===== src/rtl/multicycle_controller_pkg.sv =====
// Shared definitions for the multicycle RISC-V controller: state encoding,
// opcode constants, mux-select codes, ALU operation codes and the per-state
// control word that the FSM registers.
package multicycle_controller_pkg;

  typedef enum logic [3:0] {
    S_FETCH    = 4'd0,
    S_DECODE   = 4'd1,
    S_MEMADR   = 4'd2,
    S_MEMREAD  = 4'd3,
    S_MEMWB    = 4'd4,
    S_MEMWRITE = 4'd5,
    S_EXECUTER = 4'd6,
    S_EXECUTEI = 4'd7,
    S_ALUWB    = 4'd8,
    S_BEQ      = 4'd9,
    S_JAL      = 4'd10
  } state_t;

  localparam logic [6:0] OP_LOAD   = 7'b0000011;
  localparam logic [6:0] OP_STORE  = 7'b0100011;
  localparam logic [6:0] OP_RTYPE  = 7'b0110011;
  localparam logic [6:0] OP_ITYPE  = 7'b0010011;
  localparam logic [6:0] OP_BRANCH = 7'b1100011;
  localparam logic [6:0] OP_JAL    = 7'b1101111;

  localparam logic [2:0] ALU_ADD = 3'b000;
  localparam logic [2:0] ALU_SUB = 3'b001;
  localparam logic [2:0] ALU_AND = 3'b010;
  localparam logic [2:0] ALU_OR  = 3'b011;
  localparam logic [2:0] ALU_SLT = 3'b101;

  localparam logic [1:0] ALUOP_ADD   = 2'b00;
  localparam logic [1:0] ALUOP_SUB   = 2'b01;
  localparam logic [1:0] ALUOP_FUNCT = 2'b10;

  localparam logic [1:0] RES_ALUOUT    = 2'b00;
  localparam logic [1:0] RES_DATA      = 2'b01;
  localparam logic [1:0] RES_ALURESULT = 2'b10;

  localparam logic [1:0] SRCA_PC    = 2'b00;
  localparam logic [1:0] SRCA_OLDPC = 2'b01;
  localparam logic [1:0] SRCA_RS1   = 2'b10;

  localparam logic [1:0] SRCB_RS2  = 2'b00;
  localparam logic [1:0] SRCB_IMM  = 2'b01;
  localparam logic [1:0] SRCB_FOUR = 2'b10;

  localparam logic [1:0] IMM_I = 2'b00;
  localparam logic [1:0] IMM_S = 2'b01;
  localparam logic [1:0] IMM_B = 2'b10;
  localparam logic [1:0] IMM_J = 2'b11;

  // Moore control word; the *_strobe / branch / pc_force bits are later
  // qualified by mem_ready, zero and reset in the top level.
  typedef struct packed {
    logic       adrsrc;
    logic       fetch_strobe;
    logic       branch;
    logic       pc_force;
    logic       memwrite;
    logic       regwrite;
    logic [1:0] resultsrc;
    logic [1:0] alusrca;
    logic [1:0] alusrcb;
    logic [1:0] aluop;
  } ctrl_t;

  function automatic ctrl_t state_controls(input state_t s);
    ctrl_t c;
    c = '0;
    case (s)
      S_FETCH: begin
        c.fetch_strobe = 1'b1;
        c.alusrca      = SRCA_PC;
        c.alusrcb      = SRCB_FOUR;
        c.resultsrc    = RES_ALURESULT;
        c.aluop        = ALUOP_ADD;
      end
      S_DECODE: begin
        c.alusrca = SRCA_OLDPC;
        c.alusrcb = SRCB_IMM;
      end
      S_MEMADR: begin
        c.alusrca = SRCA_RS1;
        c.alusrcb = SRCB_IMM;
      end
      S_MEMREAD: begin
        c.adrsrc    = 1'b1;
        c.resultsrc = RES_ALUOUT;
      end
      S_MEMWB: begin
        c.resultsrc = RES_DATA;
        c.regwrite  = 1'b1;
      end
      S_MEMWRITE: begin
        c.adrsrc    = 1'b1;
        c.resultsrc = RES_ALUOUT;
        c.memwrite  = 1'b1;
      end
      S_EXECUTER: begin
        c.alusrca = SRCA_RS1;
        c.alusrcb = SRCB_RS2;
        c.aluop   = ALUOP_FUNCT;
      end
      S_EXECUTEI: begin
        c.alusrca = SRCA_RS1;
        c.alusrcb = SRCB_IMM;
        c.aluop   = ALUOP_FUNCT;
      end
      S_ALUWB: begin
        c.resultsrc = RES_ALUOUT;
        c.regwrite  = 1'b1;
      end
      S_BEQ: begin
        c.alusrca   = SRCA_RS1;
        c.alusrcb   = SRCB_RS2;
        c.aluop     = ALUOP_SUB;
        c.resultsrc = RES_ALUOUT;
        c.branch    = 1'b1;
      end
      S_JAL: begin
        c.alusrca   = SRCA_OLDPC;
        c.alusrcb   = SRCB_FOUR;
        c.resultsrc = RES_ALUOUT;
        c.pc_force  = 1'b1;
      end
      default: c = '0;
    endcase
    return c;
  endfunction

  function automatic logic [1:0] imm_format(input logic [6:0] op);
    case (op)
      OP_STORE:  return IMM_S;
      OP_BRANCH: return IMM_B;
      OP_JAL:    return IMM_J;
      default:   return IMM_I;
    endcase
  endfunction

  function automatic logic is_supported(input logic [6:0] op);
    return (op == OP_LOAD) || (op == OP_STORE) || (op == OP_RTYPE) ||
           (op == OP_ITYPE) || (op == OP_BRANCH) || (op == OP_JAL);
  endfunction

endpackage


===== src/rtl/multicycle_controller_alu_decoder.sv =====
// ALU operation decoder: fixed add/sub requests from the FSM, or a decode of
// funct3/funct7b5 for R- and I-type instructions.
module alu_decoder
  import multicycle_controller_pkg::*;
(
  input  logic [1:0] aluop,
  input  logic [2:0] funct3,
  input  logic       funct7b5,
  input  logic       op5,
  output logic [2:0] aluctrl
);

  // Only R-type (op5=1) with funct7b5 set turns funct3=000 into a subtract;
  // addi with a negative immediate must stay an add.
  always_comb begin
    aluctrl = ALU_ADD;
    case (aluop)
      ALUOP_ADD: aluctrl = ALU_ADD;
      ALUOP_SUB: aluctrl = ALU_SUB;
      ALUOP_FUNCT: begin
        case (funct3)
          3'b000:  aluctrl = (op5 & funct7b5) ? ALU_SUB : ALU_ADD;
          3'b010:  aluctrl = ALU_SLT;
          3'b110:  aluctrl = ALU_OR;
          3'b111:  aluctrl = ALU_AND;
          default: aluctrl = ALU_ADD;
        endcase
      end
      default: aluctrl = ALU_ADD;
    endcase
  end

endmodule


===== src/rtl/multicycle_controller.sv =====
// Moore FSM controller for a multicycle RISC-V subset (lw, sw, R/I ALU ops,
// beq, jal). The control word is registered alongside the state so outputs
// come straight from flops, except for the mem_ready/zero/reset qualifiers.
module multicycle_controller
  import multicycle_controller_pkg::*;
(
  input  logic       clk,
  input  logic       reset,
  input  logic [6:0] op,
  input  logic [2:0] funct3,
  input  logic       funct7b5,
  input  logic       zero,
  input  logic       mem_ready,
  output logic       pcwrite,
  output logic       adrsrc,
  output logic       irwrite,
  output logic       memwrite,
  output logic       regwrite,
  output logic [1:0] resultsrc,
  output logic [1:0] alusrca,
  output logic [1:0] alusrcb,
  output logic [1:0] immsrc,
  output logic [2:0] aluctrl,
  output logic       illegal,
  output logic [3:0] state
);

  state_t state_q;
  state_t state_next;
  ctrl_t  ctrl_q;
  logic   active;

  // Next-state selection from the current state, opcode and memory handshake.
  always_comb begin
    state_next = state_q;
    case (state_q)
      S_FETCH:    state_next = mem_ready ? S_DECODE : S_FETCH;
      S_DECODE: begin
        case (op)
          OP_LOAD, OP_STORE: state_next = S_MEMADR;
          OP_RTYPE:          state_next = S_EXECUTER;
          OP_ITYPE:          state_next = S_EXECUTEI;
          OP_BRANCH:         state_next = S_BEQ;
          OP_JAL:            state_next = S_JAL;
          default:           state_next = S_FETCH;
        endcase
      end
      S_MEMADR:   state_next = op[5] ? S_MEMWRITE : S_MEMREAD;
      S_MEMREAD:  state_next = mem_ready ? S_MEMWB : S_MEMREAD;
      S_MEMWB:    state_next = S_FETCH;
      S_MEMWRITE: state_next = mem_ready ? S_FETCH : S_MEMWRITE;
      S_EXECUTER: state_next = S_ALUWB;
      S_EXECUTEI: state_next = S_ALUWB;
      S_ALUWB:    state_next = S_FETCH;
      S_BEQ:      state_next = S_FETCH;
      S_JAL:      state_next = S_ALUWB;
      default:    state_next = S_FETCH;
    endcase
  end

  // State and control-word registers; the control word is decoded from the
  // state being entered so it always matches the state register.
  always_ff @(posedge clk) begin
    if (reset) begin
      state_q <= S_FETCH;
      ctrl_q  <= state_controls(S_FETCH);
    end else begin
      state_q <= state_next;
      ctrl_q  <= state_controls(state_next);
    end
  end

  assign active    = ~reset;
  assign adrsrc    = ctrl_q.adrsrc;
  assign resultsrc = ctrl_q.resultsrc;
  assign alusrca   = ctrl_q.alusrca;
  assign alusrcb   = ctrl_q.alusrcb;
  assign irwrite   = active & ctrl_q.fetch_strobe & mem_ready;
  assign pcwrite   = active & ((ctrl_q.fetch_strobe & mem_ready) |
                               (ctrl_q.branch & zero) | ctrl_q.pc_force);
  assign memwrite  = active & ctrl_q.memwrite;
  assign regwrite  = active & ctrl_q.regwrite;
  assign illegal   = active & (state_q == S_DECODE) & ~is_supported(op);
  assign immsrc    = imm_format(op);
  assign state     = state_q;

  alu_decoder u_alu_decoder (
    .aluop    (ctrl_q.aluop),
    .funct3   (funct3),
    .funct7b5 (funct7b5),
    .op5      (op[5]),
    .aluctrl  (aluctrl)
  );

endmodule

===== config.mk =====
export PLATFORM = sky130hd
export DESIGN_NAME = multicycle_controller
export DESIGN_NICKNAME = d
export VERILOG_FILES = /design/src/rtl/multicycle_controller_pkg.sv /design/src/rtl/multicycle_controller_alu_decoder.sv /design/src/rtl/multicycle_controller.sv
export SDC_FILE = /design/constraint.sdc
export NUM_CORES = 1
export LEC_CHECK = 0
export BUFFER_PORTS_ARGS = -buffer_cell sky130_fd_sc_hd__buf_2
export CAP_MARGIN = 20
export CORE_MARGIN = 1
export CORE_UTILIZATION = 51
export CTS_BUF_LIST = sky130_fd_sc_hd__clkbuf_4 sky130_fd_sc_hd__clkbuf_8 sky130_fd_sc_hd__clkbuf_16
export CTS_CLUSTER_SIZE = 16
export DETAILED_ROUTE_END_ITERATION = 10
export GPL_ROUTABILITY_DRIVEN = 0
export GPL_TIMING_DRIVEN = 0
export HOLD_SLACK_MARGIN = 0.05
export PLACE_DENSITY = 0.82
export SYNTH_ARGS = -nofsm -noshare
export SYNTH_HDL_FRONTEND = slang
export SYNTH_SLANG_ARGS = --single-unit

===== constraint.sdc =====
create_clock -name clk -period 2.95 [get_ports clk]
set_input_delay 0.59 -clock clk [delete_from_list [all_inputs] [get_ports clk]]
set_output_delay 0.59 -clock clk [all_outputs]
set_load 0.02 [all_outputs]

==> impl_metrics.env <==
export IMPL_outcome="completed"
export IMPL_cts_buffer_depth=2
export IMPL_grt_first_pass_wirelength_um=3120
export IMPL_switching_share_pct=26.1
export IMPL_min_period_ps=2300
export IMPL_cp_start_kind="register"
export IMPL_synth_seq_cells=17
export IMPL_critPathMaxFanout=8
export IMPL_critical_path_class="register to output port"
export IMPL_antenna_left=0
export IMPL_grt_pass1_vias=756
export IMPL_first_pass_iters=4
export IMPL_drv_slew=0
export IMPL_hpwl_um=1540
export IMPL_ctsHoldBuffers=0
export IMPL_clkSinkCount=17
export IMPL_min_path_type="input port to register"
export IMPL_holdCritStartpoint="reset"
export IMPL_seq_area_sq_um=340
export IMPL_grt_remaining_overflow=0
export IMPL_final_common_cell="buf_2"
export IMPL_leakagePower_nw=0.562
export IMPL_tns_ps=0
export IMPL_initial_utilization_pct=55.0
export IMPL_post_route_period_util_pct=77.8
export IMPL_power_density_mw_per_mm2=353
export IMPL_grt_max_degree=11
export IMPL_rsz0062_at_grt="false"
export IMPL_multi_input_area_sq_um=547
export IMPL_fin_ws_ps=654
export IMPL_ios=36
export IMPL_io_buffers=35
export IMPL_synthCells=107
export IMPL_die_w_um=45.6
export IMPL_pwr_share_clk_pct=27.9
export IMPL_path_clk_slew_ps=100
export IMPL_rows=15
export IMPL_htree_levels=1
export IMPL_num_vias=909
export IMPL_synth_distinct_cells=41
export IMPL_hold_path_depth=2
export IMPL_clk_latency_ps=290
export IMPL_die_h_um=45.6
export IMPL_final_cell_mix="buf_2 (36), dfxtp_1 (17), nor2_1 (11)"
export IMPL_final_layout_size_suffix_gt1_share_pct=39.7
export IMPL_tritoncts="built"
export IMPL_ys_seq_area_share_pct=35.1
export IMPL_r2r_end="alusrcb[1]"
export IMPL_final_setup_viol_count=0
export IMPL_p_comb_share_pct=16.4
export IMPL_cts_resized=0
export IMPL_p_int_mw=0.315
export IMPL_via_per_inst=5.32
export IMPL_peakVddDrop_uv=285
export IMPL_nFillCells=156
export IMPL_drt_iter0_drc=18
export IMPL_max_freq_mhz=435
export IMPL_ys_flop_type="dfxtp_1"
export IMPL_crit_arrival_ps=1710
export IMPL_die_area_sq_mm=0.00208
export IMPL_hold_end="state[0]"
export IMPL_synth_area_sq_um=971
export IMPL_worstReg2RegStart="state[0]"
export IMPL_ys_warn_count=0
export IMPL_postSynthAreaPerCell_sq_um=9.07
export IMPL_p_switching_mw=0.111
export IMPL_worstMarginPinSlew_ps=523
export IMPL_cts_root_buf="clkbuf_4"
export IMPL_cts_buffers=3
export IMPL_final_nets=164
export IMPL_grt_usage_pct=20.5
export IMPL_async_flop_share_pct=0
export IMPL_synth_edf_count=0
export IMPL_reg2reg_slack_ps=960
export IMPL_end_kind="output port"
export IMPL_diodes=0
export IMPL_fin_worst_skew_ps=10.8
export IMPL_core_sq_mm=0.00176
export IMPL_max_cap_violations=0
export IMPL_drc_errors=0
export IMPL_hold_viol=0
export IMPL_routed_wl_um=1960
export IMPL_seq_power_share_pct=55.7
export IMPL_rr_worst_depth=5
export IMPL_post_place_ws_ps=762
export IMPL_postCtsSetupRepairBufs=0
export IMPL_relSlewSlack_pct=64.6
export IMPL_required_ps=2360
export IMPL_wl_per_cell_um=11.5
export IMPL_antenna_found_initial=0
export IMPL_postSynthNetCount=124
export IMPL_syn2layout_area_growth_pct=24.1
power groups by stage:
stage	sequential (mW)	combinational (mW)	clock [mW]
final	0.237	0.0698	0.119
after global routing	0.238	0.0757	0.134
after CTS	0.237	0.0699	0.122
after detailed placement	0.242	0.0696	0
after global placement	0.242	0.0679	0
after floorplan	0.243	0.0426	0
cells in the mapped netlist, types with 2 or more instances:
master    count  area, sq um
nor4_1        2         12.5
nand2b_1      4         25.0
inv_1         5         18.8
and3_1        2         12.5
ha_1          2         25.0
nor3_1        5         25.0
a31oi_1       2         12.5
nor2b_1       5         31.3
buf_4         6         45.0
nor4_2        2         25.0
nor4b_1       3         26.3
dfxtp_1      17          340
nor3b_1       3         22.5
or3b_2        2         17.5
nand3_1       2         10.0
nand2_1       6         22.5
a21oi_1       5         25.0
nor2_1       11         41.3
sequential cells by signal, summed over array words and instances (netlist names):
name and flops:
adrsrc 1, alusrca 2, alusrcb 2, ctrl_q 7, resultsrc 1, state 4
routing by layer:
metal / vias up / global-route usage [%] / wire, um
li1: 457 / - / -
met1: 414 / 24.6 / 889
met2: 34 / 36.0 / 943
met3: 4 / 4.76 / 106
met4: 0 / 5.45 / 23
met5: - / 0 / 0
worst max path at each step:
| stage | slack, ps | to | startpoint | cells after the start |
|---|---|---|---|---|
| floorplan | 620 | illegal | state[1] | 3 |
| global placement | 780 | immsrc[0] | op[3] | 5 |
| detailed placement | 760 | immsrc[0] | op[3] | 5 |
| CTS | 650 | illegal | state[0] | 3 |
| global route | 520 | illegal | state[0] | 3 |
| finish | 650 | illegal | state[0] | 3 |
metrics by stage:
step / util, % / hold slack (ps) / std cells / power (mW) / cell area, sq um
after CTS: 68.3 / 550 / 171 / 0.429 / 1200
after global routing: 68.3 / 552 / 171 / 0.448 / 1200
final: 68.3 / 551 / 171 / 0.425 / 1200
after detailed placement: 66.7 / 719 / 167 / 0.312 / 1180
after global placement: 66.7 / 709 / 167 / 0.310 / 1180
after floorplan: - / 662 / 107 / 0.285 / 971
cells by family (layout without fill, tap and decap cells):
group,Yosys count,count (layout),synth area share [%]
AND/OR/NAND/NOR,56,56,39.0
buffers and inverters,14,53,8.63
XOR/XNOR,1,1,0.902
AO/OA/AOI/OAI,16,16,12.8
multiplexers,1,1,1.03
flip-flops,17,17,35.1
adder cells (fa/ha/maj),2,2,2.58
worst max-delay path, stage by stage, from the launching register on:
cell     delay, ps
dfxtp_1        490
or4b_4         560
nor4_1         160
buf_2          200
area by class of cell:
type                            count  share of cell area [%]
Buffer                              9                    5.40
Clock buffer                        3                    1.87
Clock inverter                      1                   0.415
Inverter                            5                    1.56
Multi-Input combinational cell     76                    45.4
Sequential cell                    17                    28.2
Tap cell                           25                    2.60
Timing Repair Buffer               35                    14.5
Power figures use the tool's default switching activity.
